===== src/rtl/ibex_tlul_arb_pkg.sv =====
// Shared types and TL-UL constants for the Ibex single-port TL-UL host arbiter.
// The TL widths match the SoC top_pkg configuration.
package ibex_tlul_arb_pkg;

  localparam int TL_AW  = 32;
  localparam int TL_DW  = 32;
  localparam int TL_AIW = 8;
  localparam int TL_DBW = TL_DW / 8;
  localparam int TL_SZW = 2;
  localparam int TL_AUW = 16;

  typedef enum logic {
    ReqInstr = 1'b0,
    ReqData  = 1'b1
  } requester_e;

  localparam logic [2:0] OpGet            = 3'd4;
  localparam logic [2:0] OpPutFullData    = 3'd0;
  localparam logic [2:0] OpPutPartialData = 3'd1;

  localparam logic LockIdle   = 1'b0;
  localparam logic LockLocked = 1'b1;

  function automatic requester_e other_req(requester_e r);
    return (r == ReqInstr) ? ReqData : ReqInstr;
  endfunction

endpackage


===== src/rtl/ibex_tlul_arb_outst_cnt.sv =====
// Outstanding-transaction counter for one requester, with full/empty flags.
module ibex_tlul_arb_outst_cnt
  import ibex_tlul_arb_pkg::*;
#(
  parameter int unsigned MaxOutstanding = 2
) (
  input  logic clk_i,
  input  logic rst_ni,
  input  logic inc_i,
  input  logic dec_i,
  output logic full_o,
  output logic empty_o
);

  localparam int CntW = $clog2(MaxOutstanding + 1);

  logic [CntW-1:0] r_cnt;

  // Simultaneous issue and retire leave the count unchanged.
  always_ff @(posedge clk_i) begin
    if (!rst_ni) begin
      r_cnt <= '0;
    end else if (inc_i && !dec_i) begin
      r_cnt <= r_cnt + CntW'(1);
    end else if (dec_i && !inc_i) begin
      r_cnt <= r_cnt - CntW'(1);
    end
  end

  assign full_o  = (r_cnt == CntW'(MaxOutstanding));
  assign empty_o = (r_cnt == '0);

endmodule


===== src/rtl/ibex_tlul_host_arb.sv =====
// Shares one TL-UL host port between the Ibex fetch and LSU interfaces:
// arbitrates A requests, holds the payload until handshake, routes D by source.
module ibex_tlul_host_arb
  import ibex_tlul_arb_pkg::*;
#(
  parameter int unsigned MaxOutstanding = 2,
  parameter bit          RoundRobin     = 1'b1
) (
  input  logic              clk_i,
  input  logic              rst_ni,

  input  logic              instr_req_i,
  output logic              instr_gnt_o,
  input  logic [31:0]       instr_addr_i,
  output logic              instr_rvalid_o,
  output logic [31:0]       instr_rdata_o,
  output logic              instr_err_o,

  input  logic              data_req_i,
  input  logic              data_we_i,
  input  logic [3:0]        data_be_i,
  input  logic [31:0]       data_addr_i,
  input  logic [31:0]       data_wdata_i,
  output logic              data_gnt_o,
  output logic              data_rvalid_o,
  output logic [31:0]       data_rdata_o,
  output logic              data_err_o,

  output logic              tl_a_valid_o,
  input  logic              tl_a_ready_i,
  output logic [2:0]        tl_a_opcode_o,
  output logic [2:0]        tl_a_param_o,
  output logic [TL_SZW-1:0] tl_a_size_o,
  output logic [TL_AIW-1:0] tl_a_source_o,
  output logic [TL_AW-1:0]  tl_a_address_o,
  output logic [TL_DBW-1:0] tl_a_mask_o,
  output logic [TL_DW-1:0]  tl_a_data_o,
  output logic [TL_AUW-1:0] tl_a_user_o,
  output logic              tl_a_corrupt_o,

  input  logic              tl_d_valid_i,
  output logic              tl_d_ready_o,
  input  logic [2:0]        tl_d_opcode_i,
  input  logic [TL_AIW-1:0] tl_d_source_i,
  input  logic [TL_DW-1:0]  tl_d_data_i,
  input  logic              tl_d_corrupt_i,
  input  logic              tl_d_denied_i,

  output logic              unexp_rsp_o
);

  logic       r_lock_state;
  requester_e r_lock_sel;
  requester_e r_rr_prio;
  logic       r_unexp;

  logic [1:0] w_req;
  logic [1:0] w_full;
  logic [1:0] w_empty;
  logic [1:0] w_elig;
  logic [1:0] w_inc;
  logic [1:0] w_dec;
  requester_e w_arb_sel;
  requester_e w_sel;
  logic       w_hs;
  logic       w_d_src;
  logic       w_d_hit;
  logic       w_d_unexp;
  logic       w_unused;

  assign w_req  = {data_req_i, instr_req_i};
  assign w_elig = w_req & ~w_full;

  // Index 0 is instr, index 1 is data, matching the TL source bit.
  for (genvar gi = 0; gi < 2; gi++) begin : g_cnt
    assign w_inc[gi] = w_hs && (w_sel == requester_e'(gi));
    assign w_dec[gi] = w_d_hit && (w_d_src == 1'(gi));

    ibex_tlul_arb_outst_cnt #(
      .MaxOutstanding(MaxOutstanding)
    ) u_cnt (
      .clk_i  (clk_i),
      .rst_ni (rst_ni),
      .inc_i  (w_inc[gi]),
      .dec_i  (w_dec[gi]),
      .full_o (w_full[gi]),
      .empty_o(w_empty[gi])
    );
  end

  always_comb begin
    w_arb_sel = ReqInstr;
    if (w_elig[0] && w_elig[1]) begin
      w_arb_sel = RoundRobin ? r_rr_prio : ReqData;
    end else if (w_elig[1]) begin
      w_arb_sel = ReqData;
    end
  end

  // While locked the requester holds its request, so valid stays asserted.
  assign w_sel        = (r_lock_state == LockLocked) ? r_lock_sel : w_arb_sel;
  assign tl_a_valid_o = (r_lock_state == LockLocked) || (|w_elig);
  assign w_hs         = tl_a_valid_o && tl_a_ready_i;
  assign instr_gnt_o  = w_hs && (w_sel == ReqInstr);
  assign data_gnt_o   = w_hs && (w_sel == ReqData);

  always_comb begin
    tl_a_opcode_o  = OpGet;
    tl_a_address_o = {instr_addr_i[31:2], 2'b00};
    tl_a_mask_o    = 4'hF;
    tl_a_data_o    = '0;
    if (w_sel == ReqData) begin
      tl_a_address_o = {data_addr_i[31:2], 2'b00};
      tl_a_mask_o    = data_be_i;
      if (data_we_i) begin
        tl_a_opcode_o = (data_be_i == 4'hF) ? OpPutFullData : OpPutPartialData;
        tl_a_data_o   = data_wdata_i;
      end
    end
  end

  assign tl_a_param_o   = 3'd0;
  assign tl_a_size_o    = TL_SZW'(2);
  assign tl_a_source_o  = {{(TL_AIW-1){1'b0}}, w_sel};
  assign tl_a_user_o    = '0;
  assign tl_a_corrupt_o = 1'b0;

  assign tl_d_ready_o   = 1'b1;
  assign w_d_src        = tl_d_source_i[0];
  assign w_d_hit        = tl_d_valid_i && !w_empty[w_d_src];
  assign w_d_unexp      = tl_d_valid_i && w_empty[w_d_src];

  assign instr_rvalid_o = w_d_hit && (w_d_src == 1'b0);
  assign data_rvalid_o  = w_d_hit && (w_d_src == 1'b1);
  assign instr_rdata_o  = tl_d_data_i;
  assign data_rdata_o   = tl_d_data_i;
  assign instr_err_o    = tl_d_denied_i | tl_d_corrupt_i;
  assign data_err_o     = tl_d_denied_i | tl_d_corrupt_i;
  assign unexp_rsp_o    = r_unexp;

  always_ff @(posedge clk_i) begin
    if (!rst_ni) begin
      r_lock_state <= LockIdle;
      r_lock_sel   <= ReqInstr;
      r_rr_prio    <= ReqInstr;
      r_unexp      <= 1'b0;
    end else begin
      if (r_lock_state == LockIdle) begin
        if (tl_a_valid_o && !tl_a_ready_i) begin
          r_lock_state <= LockLocked;
          r_lock_sel   <= w_sel;
        end
      end else if (tl_a_ready_i) begin
        r_lock_state <= LockIdle;
      end
      if (w_hs) begin
        r_rr_prio <= other_req(w_sel);
      end
      if (w_d_unexp) begin
        r_unexp <= 1'b1;
      end
    end
  end

  assign w_unused = ^{tl_d_opcode_i, tl_d_source_i[TL_AIW-1:1],
                      instr_addr_i[1:0], data_addr_i[1:0]};

endmodule


===== config.mk =====
export PLATFORM = sky130hd
export DESIGN_NAME = ibex_tlul_host_arb
export DESIGN_NICKNAME = d
export VERILOG_FILES = /design/src/rtl/ibex_tlul_arb_pkg.sv /design/src/rtl/ibex_tlul_arb_outst_cnt.sv /design/src/rtl/ibex_tlul_host_arb.sv
export SDC_FILE = /design/constraint.sdc
export NUM_CORES = 1
export LEC_CHECK = 0
export BUFFER_PORTS_ARGS = -buffer_cell sky130_fd_sc_hd__buf_4
export CAP_MARGIN = 5
export CORE_AREA = 2 2 127 129
export DETAILED_ROUTE_END_ITERATION = 6
export DIE_AREA = 0 0 129 131
export PLACE_DENSITY = 0.52
export SYNTH_ARGS = -nofsm -noshare
export SYNTH_HDL_FRONTEND = slang
export SYNTH_SLANG_ARGS = --single-unit

===== constraint.sdc =====
create_clock -name clk_i -period 2.7 [get_ports clk_i]
set_input_delay 0.405 -clock clk_i [delete_from_list [all_inputs] [get_ports clk_i]]
set_output_delay 0.405 -clock clk_i [all_outputs]
set_load 0.03 [all_outputs]

==> results of run 1 <==
[metrics by stage]
step	cells	utilization, %	hold WS (ps)	power, mW	area, sq um
after floorplan	267	-	462	0.945	1990
after global placement	556	18.1	457	1.06	2830
after detailed placement	556	18.1	469	1.07	2830
after CTS	559	18.6	403	1.33	2900
after global routing	559	18.6	417	1.39	2900
final	559	18.6	405	1.32	2900
[power breakdown]
group | total, mW | leakage [nW] | internal, mW | switching [mW]
Clock | 0.253 | 0.0370 | 0.191 | 0.0621
Combinational | 0.900 | 1.46 | 0.378 | 0.522
Sequential | 0.164 | 0.0660 | 0.140 | 0.0243
Total | 1.32 | 1.56 | 0.709 | 0.608
[how the worst max path moves through the flow]
stage	from	end	cells past startpoint
floorplan	g_cnt[0].u_cnt.r_cnt[1]	g_cnt[1].u_cnt.r_cnt[1]	8
global placement	instr_req_i	g_cnt[1].u_cnt.r_cnt[1]	8
detailed placement	instr_req_i	g_cnt[1].u_cnt.r_cnt[1]	8
CTS	g_cnt[0].u_cnt.r_cnt[1]	tl_a_address_o[19]	6
global route	g_cnt[1].u_cnt.r_cnt[0]	tl_a_address_o[11]	6
finish	g_cnt[0].u_cnt.r_cnt[1]	tl_a_address_o[11]	6
[worst max-delay path: cells and delay by family, from the launching register on]
family | cells | cell delay [ps]
AOI/OAI and AO/OA | 2 | 530
muxes | 1 | 410
buffers and inverters | 3 | 520
DFF | 1 | 360
[logic make-up (layout without fill, tap and decap cells)]
| kind of cell | count (synthesis) | after routing | synth area share [%] |
|---|---|---|---|
| compound gates | 17 | 17 | 6.62 |
| xor+xnor | 4 | 4 | 1.87 |
| mux | 31 | 31 | 18.6 |
| flops | 8 | 8 | 8.56 |
| other cells | 2 | 33 | 0.401 |
| simple gates | 57 | 57 | 18.1 |
| fa+ha+maj | 2 | 2 | 1.34 |
| buf+inv | 115 | 191 | 44.5 |
[cells in the mapped netlist (all sizes together)]
cell type / number / area [sq um]
inv: 5 / 18.8
a21o: 1 / 7.51
o21ai: 3 / 15.0
conb: 2 / 7.51
o21a: 1 / 7.51
nor2b: 1 / 6.26
nand3b: 1 / 7.51
xor2: 4 / 35.0
clkbuf: 7 / 30.0
a31oi: 1 / 6.26
nand4: 1 / 6.26
or2: 1 / 6.26
o211a: 1 / 10.0
dfxtp: 8 / 160
buf: 103 / 785
o211ai: 1 / 7.51
or3b: 1 / 8.76
ha: 2 / 25.0
nor3: 1 / 5.00
or4: 1 / 7.51
a21oi: 5 / 25.0
and2: 1 / 6.26
a311oi: 1 / 8.76
mux2i: 1 / 10.0
nor2: 4 / 15.0
a211oi: 1 / 7.51
o31ai: 2 / 28.8
mux2: 30 / 338
nand2b: 5 / 31.3
nand2: 5 / 18.8
and3: 33 / 206
or3: 2 / 12.5
[flip-flops by register name, indices dropped and copies added (netlist names)]
name,count
r_rr_prio,1
g_cnt.u_cnt.r_cnt,4
r_lock_state,1
unexp_rsp_o,1
r_lock_sel,1
[layout make-up]
class,instances,share of cell area [%]
clock buffer,3,2.59
sequential,8,5.51
timing repair buffer,183,47.7
multi-input combinational,144,34.2
tap,216,9.31
inverter,5,0.646
[metal layers]
metal	up-vias	part of all wire, %	global-route usage (%)	routed length [um]
met3	2	11	1.51	744
met1	830	39	8.12	2770
met4	0	0.28	1.09	20
met5	-	0	0	0
li1	878	-	-	-
met2	132	50	13.6	3510
==> impl_metrics.json, run 1 <==
{
  "status": "finished clean",
  "setup_viol": 0,
  "viasPerCell": 3.30,
  "arrival_ps": 2130,
  "fmax_ghz": 0.395,
  "gp_congestion": 0.750,
  "ys_warn_count": 0,
  "drt-initial-drc-count": 40,
  "fin_crit_ps": 2530,
  "start_kind": "register",
  "period_share_pct": 93.7,
  "finalHoldViolations": 0,
  "r2r-end": "g_cnt[1].u_cnt.r_cnt[1]",
  "finalWorstSetupSlack_ps": 169,
  "dp_slack_ps": 358,
  "skew_ps": 0.938,
  "hp-class": "input port to register",
  "track_usage_pct": 7.06,
  "grt_pass1_vias": 1732,
  "path_class": "register to output pin",
  "reg2reg_depth": 8,
  "dr.pass1.iters": 4,
  "die_w_um": 129,
  "critPathSlowestCell": "mux2_2",
  "cp_max_fo": 70,
  "clk_pin_slew_worst_paths_ps": 40,
  "io_pins": 326,
  "routed_wirelength_um": 7050,
  "cts.path.max_buffers": 2,
  "initial_core_util_pct": 12.0,
  "ys_ff_latch": 8,
  "syn_area_sq_um": 1870,
  "fillers": 1760,
  "mostFrequentLayoutCell": "buf_4",
  "die_area_sq_um": 16900,
  "nets": 499,
  "mostFrequentLayoutCells": "buf_4, and3_1, conb_1",
  "grt_max_degree": 71,
  "seq_area_sq_um": 160,
  "synth.avg_cell_area_sq_um": 7.93,
  "hold_depth": 2,
  "setup_tns_ps": 0,
  "htreeDepth": 1,
  "antenna_left": 0,
  "dpl.hpwl_um": 5960,
  "cts_root_buf": "clkbuf_16",
  "synth_cell_types": 36,
  "syn_inst": 236,
  "via_count": 1842,
  "end_kind": "output pin",
  "power.density_nw_per_um2": 454,
  "power.leakage_nw": 1.56,
  "clk_latency_ps": 230,
  "rsz0062_at_grt": "no",
  "rows": 46,
  "drv_cap": 0,
  "post_cts_buffers": 0,
  "cts_sinks": 8,
  "post_drt_wl_per_cell_um": 12.6,
  "area_growth_pct": 55.3,
  "drv_slew": 0,
  "antenna_found_initial": 0,
  "die_h_um": 131,
  "drc": 0,
  "port_buffers": 182,
  "hold_buffers": 0,
  "hold_path_end": "r_lock_state",
  "cts_buffers": 3,
  "critPathMaxStageDelay_ps": 410,
  "cts_tree": "built",
  "grt_pass1_wl_um": 9290,
  "peakVddDrop_v": 0.000289,
  "cp_cell_sequence": "inv_1, o211a_1, o31ai_4, buf_12, mux2_2, buf_4",
  "yosysSeqAreaShare_pct": 8.56,
  "required_ps": 2300,
  "reg2reg_from": "g_cnt[0].u_cnt.r_cnt[1]",
  "cts.repair.resized": 0,
  "grt-ovfl-total": 0,
  "r2r_slack_ps": 420,
  "multiInputGateArea_sq_um": 993,
  "hold_start": "tl_a_ready_i",
  "drive_above_1_share_pct": 63.0,
  "core_area_sq_um": 15600,
  "diodes": 0
}
Power figures use the tool's default switching activity.
==> run 2, diff against run 1 <==
Settings changed: PLACE_DENSITY 0.52 to 0.43.
==> run 2 against run 1 <==
Die area is the same. Register-to-register slack better by 200 ps. Via count rose by 0.16%. Count of clock-buffer cells in the layout did not move. Cell area is the same. Highest routed layer unchanged. Global-route usage fell by 1.3 points. Worst hold slack lost 5.0 ps. Largest cell class unchanged. Worst setup slack lost 86 ps. Sequential power is essentially flat.
==> impl_metrics.json, run 2 (synthesized netlist as in run 1, its figures left out) <==
{
  "dr.pass1.iters": 4,
  "dpl.hpwl_um": 5360,
  "clk_pin_slew_worst_paths_ps": 40,
  "core_area_sq_um": 15600,
  "rsz0062_at_grt": "no",
  "setup_viol": 0,
  "fillers": 1752,
  "place_inst": 556,
  "grt_max_degree": 69,
  "die_h_um": 131,
  "drc": 0,
  "critPathMaxStageDelay_ps": 410,
  "mostFrequentLayoutCells": "buf_4, and3_1, conb_1",
  "cts.repair.resized": 0,
  "post_drt_wl_per_cell_um": 11.6,
  "power.leakage_nw": 1.56,
  "cts_tree": "built",
  "via_count": 1845,
  "grt_pass1_wl_um": 7730,
  "drv_cap": 0,
  "io_pins": 326,
  "cts_root_buf": "clkbuf_16",
  "cp_max_fo": 68,
  "nets": 499,
  "required_ps": 2300,
  "grt_pass1_vias": 1505,
  "status": "finished clean",
  "port_buffers": 182,
  "rows": 46,
  "clk_latency_ps": 230,
  "fmax_ghz": 0.382,
  "p_total_mw": 1.30,
  "antenna_found_initial": 0,
  "largest-register": "g_cnt.u_cnt.r_cnt",
  "skew_ps": 3.92,
  "path_class": "register to output pin",
  "die_area_sq_um": 16900,
  "arrival_ps": 2210,
  "drive_above_1_share_pct": 63.0,
  "peakVddDrop_v": 0.000408,
  "hold_start": "tl_a_ready_i",
  "hold_depth": 2,
  "hold_buffers": 0,
  "grt-ovfl-total": 0,
  "fin_crit_ps": 2620,
  "reg2reg_depth": 7,
  "track_usage_pct": 5.74,
  "reg2reg_from": "g_cnt[0].u_cnt.r_cnt[1]",
  "setup_tns_ps": 0,
  "hold_path_end": "r_lock_state",
  "fin_util_pct": 18.6,
  "viasPerCell": 3.30,
  "period_share_pct": 96.9,
  "area_growth_pct": 55.3,
  "end_kind": "output pin",
  "mostFrequentLayoutCell": "buf_4",
  "power.density_nw_per_um2": 447,
  "cp_cell_sequence": "inv_1, o211a_1, o31ai_4, buf_12, mux2_2, buf_4",
  "initial_core_util_pct": 12.0,
  "critPathSlowestCell": "mux2_2",
  "start_kind": "register",
  "gp_congestion": 0.719,
  "diodes": 0,
  "antenna_left": 0,
  "drv_slew": 0,
  "cts.path.max_buffers": 2,
  "cts_sinks": 8,
  "die_w_um": 129,
  "finalNonFillerCells": 559,
  "r2r-end": "g_cnt[1].u_cnt.r_cnt[1]",
  "cts_buffers": 3,
  "post_cts_buffers": 0,
  "r2r_slack_ps": 620,
  "finalHoldViolations": 0,
  "drt-initial-drc-count": 33,
  "routed_wirelength_um": 6460,
  "hp-class": "input port to register",
  "htreeDepth": 1,
  "largest_register_ffs": 4
}
==> run 2: cell counts in the layout (fill, tap and decap cells not counted) <==
No cell type changed its count.
==> run 2: layout make-up <==
| type | count | area (sq um) | area share [%] |
|---|---|---|---|
| Sequential cell | 8 | 160 | 5.51 |
| Tap cell | 216 | 270 | 9.31 |
| Timing Repair Buffer | 183 | 1390 | 47.7 |
| Multi-Input combinational cell | 144 | 993 | 34.2 |
| Clock buffer | 3 | 75.1 | 2.59 |
| Inverter | 5 | 18.8 | 0.646 |
==> run 2: worst max-delay path by stage <==
stage	cells past startpoint	start	to	slack (ps)
2_1_floorplan	8	g_cnt[0].u_cnt.r_cnt[1]	g_cnt[1].u_cnt.r_cnt[1]	350
3_3_place_gp	6	instr_req_i	tl_a_address_o[16]	350
3_5_place_dp	6	instr_req_i	tl_a_address_o[16]	330
4_1_cts	6	g_cnt[0].u_cnt.r_cnt[1]	tl_a_address_o[16]	90
5_1_grt	6	g_cnt[0].u_cnt.r_cnt[1]	tl_a_address_o[16]	10
6_report	6	g_cnt[0].u_cnt.r_cnt[1]	tl_a_address_o[16]	80
==> run 2: per-layer routing <==
layer / global-route usage [%] / part of all wire (%) / vias up
li1: - / - / 873
met4: 1.28 / 0.42 / 0
met3: 1.91 / 12 / 9
met5: 0 / 0 / -
met1: 6.97 / 38 / 815
met2: 9.87 / 49 / 148
==> run 2: report_power, final <==
part	total (mW)	leakage [nW]	internal, mW	switching [mW]
logic	0.885	1.46	0.377	0.508
registers	0.164	0.0660	0.140	0.0244
clock network	0.249	0.0370	0.191	0.0576
total	1.30	1.56	0.708	0.590
==> run 2: critical path: cells and delay by family, from the launching register on <==
| family | cells | cell delay (ps) |
|---|---|---|
| DFF | 1 | 360 |
| AOI/OAI and AO/OA | 2 | 600 |
| buffers and inverters | 3 | 540 |
| muxes | 1 | 410 |
==> run 2: metrics by stage <==
stage / setup slack (ps) / hold slack (ps) / cell area [sq um]
after global placement: 347 / 462 / 2830
after global routing: 11.8 / 412 / 2900
final: 83.4 / 400 / 2900
after detailed placement: 330 / 476 / 2830
after floorplan: 350 / 462 / 1990
after CTS: 87.9 / 397 / 2900
==> run 3, diff against run 2 <==
Settings changed: BUFFER_PORTS_ARGS -buffer_cell sky130_fd_sc_hd__buf_4 to default, CORE_AREA 2 2 127 129 to 2 2 126 128, DIE_AREA 0 0 129 131 to 0 0 128 130, DONT_BUFFER_PORTS from default to 1, MAX_ROUTING_LAYER from default to met4, PLACE_DENSITY 0.43 to 0.3.
Clock period 2.7 ns to 2.72 ns, I/O delays scaled along.
==> run 3 against run 2 <==
Die area shrank 1.5%. Routed wire length shrank 30%. Worst setup slack gained 200 ps. Critical endpoint is now tl_a_data_o[4]. Critical path depth shrank 1. First-iteration DRC count grew 45%. Highest routed layer is now met3.
==> impl_metrics.json, run 3 (synthesized netlist as in run 1, its figures left out) <==
{
  "power.density_nw_per_um2": 661,
  "clk_latency_ps": 230,
  "largest_register_ffs": 4,
  "post_drt_wl_per_cell_um": 12.8,
  "finalHoldViolations": 0,
  "grt_max_degree": 41,
  "cp_cell_sequence": "inv_1, o211a_1, o31ai_4, buf_4, and3_1",
  "fillers": 1779,
  "largest-register": "g_cnt.u_cnt.r_cnt",
  "rows": 46,
  "arrival_ps": 2030,
  "power.leakage_nw": 0.688,
  "cp_max_fo": 29,
  "port_buffers": 0,
  "critPathMaxStageDelay_ps": 420,
  "drc": 0,
  "nets": 320,
  "grt_pass1_wl_um": 5440,
  "mostFrequentLayoutCells": "and3_1, conb_1, mux2_2",
  "die_area_sq_um": 16600,
  "fmax_ghz": 0.410,
  "clk_pin_slew_worst_paths_ps": 40,
  "place_area_sq_um": 1460,
  "viasPerCell": 3.37,
  "critPathTopFamily": "compound AO/OA/AOI/OAI gates",
  "p_total_mw": 1.01,
  "cts_buffers": 3,
  "status": "finished clean",
  "finalWorstSetupSlack_ps": 280,
  "grt_pass1_vias": 1046,
  "setup_viol": 0,
  "period_share_pct": 89.7,
  "hold_buffers": 0,
  "peakVddDrop_v": 0.000278,
  "track_usage_pct": 4.37,
  "diodes": 0,
  "post_cts_buffers": 0,
  "rsz0062_at_grt": "no",
  "crit_buf_inv": 2,
  "required_ps": 2310,
  "drv_slew": 0,
  "drt-initial-drc-count": 48,
  "htreeDepth": 1,
  "dpl.hpwl_um": 3850,
  "cts.repair.resized": 0,
  "fin_util_pct": 9.92,
  "die_h_um": 130,
  "start_kind": "register",
  "hp-class": "input port to register",
  "antenna_found_initial": 0,
  "via_count": 1198,
  "critPathSlowestCell": "and3_1",
  "fin_crit_ps": 2440,
  "dr.pass1.iters": 4,
  "setup_tns_ps": 0,
  "die_w_um": 128,
  "io_pins": 326,
  "gp_congestion": 0.712,
  "cts_sinks": 8,
  "cts.path.max_buffers": 2,
  "finalNonFillerCells": 356,
  "dp_slack_ps": 500,
  "drive_above_1_share_pct": 22.6,
  "end_kind": "output pin",
  "cts_tree": "built",
  "area_growth_pct": -18.2,
  "core_area_sq_um": 15400,
  "drv_cap": 0,
  "skew_ps": 0.967,
  "antenna_left": 0,
  "initial_core_util_pct": 12.1,
  "design_area_sq_um": 1530,
  "cts_root_buf": "clkbuf_16",
  "holdWs_ps": 250,
  "place_inst": 353,
  "grt-ovfl-total": 0,
  "routed_wirelength_um": 4540,
  "path_class": "register to output pin"
}
==> run 3: changes by cell type in the layout (fill, tap and decap cells not counted) <==
cell	delta
buf_4	-179
==> run 3: area by class of cell <==
class / count / area, sq um / area share, %
multi-input cells: 144 / 993 / 64.9
well taps: 192 / 240 / 15.7
flip-flops and latches: 8 / 160 / 10.5
clock buffers: 3 / 75.1 / 4.91
repair buffers: 4 / 42.5 / 2.78
inverters: 5 / 18.8 / 1.23
==> run 3: report_power, final <==
group,leakage (nW),switching (mW),internal (mW)
Combinational,0.585,0.438,0.155
Sequential,0.0660,0.0301,0.139
Clock,0.0370,0.0598,0.190
Total,0.688,0.528,0.484
==> run 3: final timing paths <==
path	start	end	slack, ps	cells after the start
max	g_cnt[0].u_cnt.r_cnt[1]	tl_a_data_o[4]	280	5
min	tl_a_ready_i	r_lock_state	250	1
max reg2reg	g_cnt[0].u_cnt.r_cnt[1]	g_cnt[0].u_cnt.r_cnt[1]	520	8
min reg2reg	r_lock_sel	r_lock_sel	490	2
==> run 3: per-layer routing <==
metal / vias up / wire length, um / GRT usage, %
li1: 517 / - / -
met1: 544 / 1630 / 4.41
met2: 137 / 2380 / 8.30
met3: 0 / 530 / 1.52
met4: 0 / 0 / 0.646
met5: - / 0 / -
==> run 3: worst reg2reg max path: stages, from the launching register on <==
cell and delay (ps):
dfxtp_1 350, inv_1 70, o21ai_0 400, a311oi_1 100, o21a_1 190, buf_4 170
ha_1 330, or3_1 380, a21oi_1 140
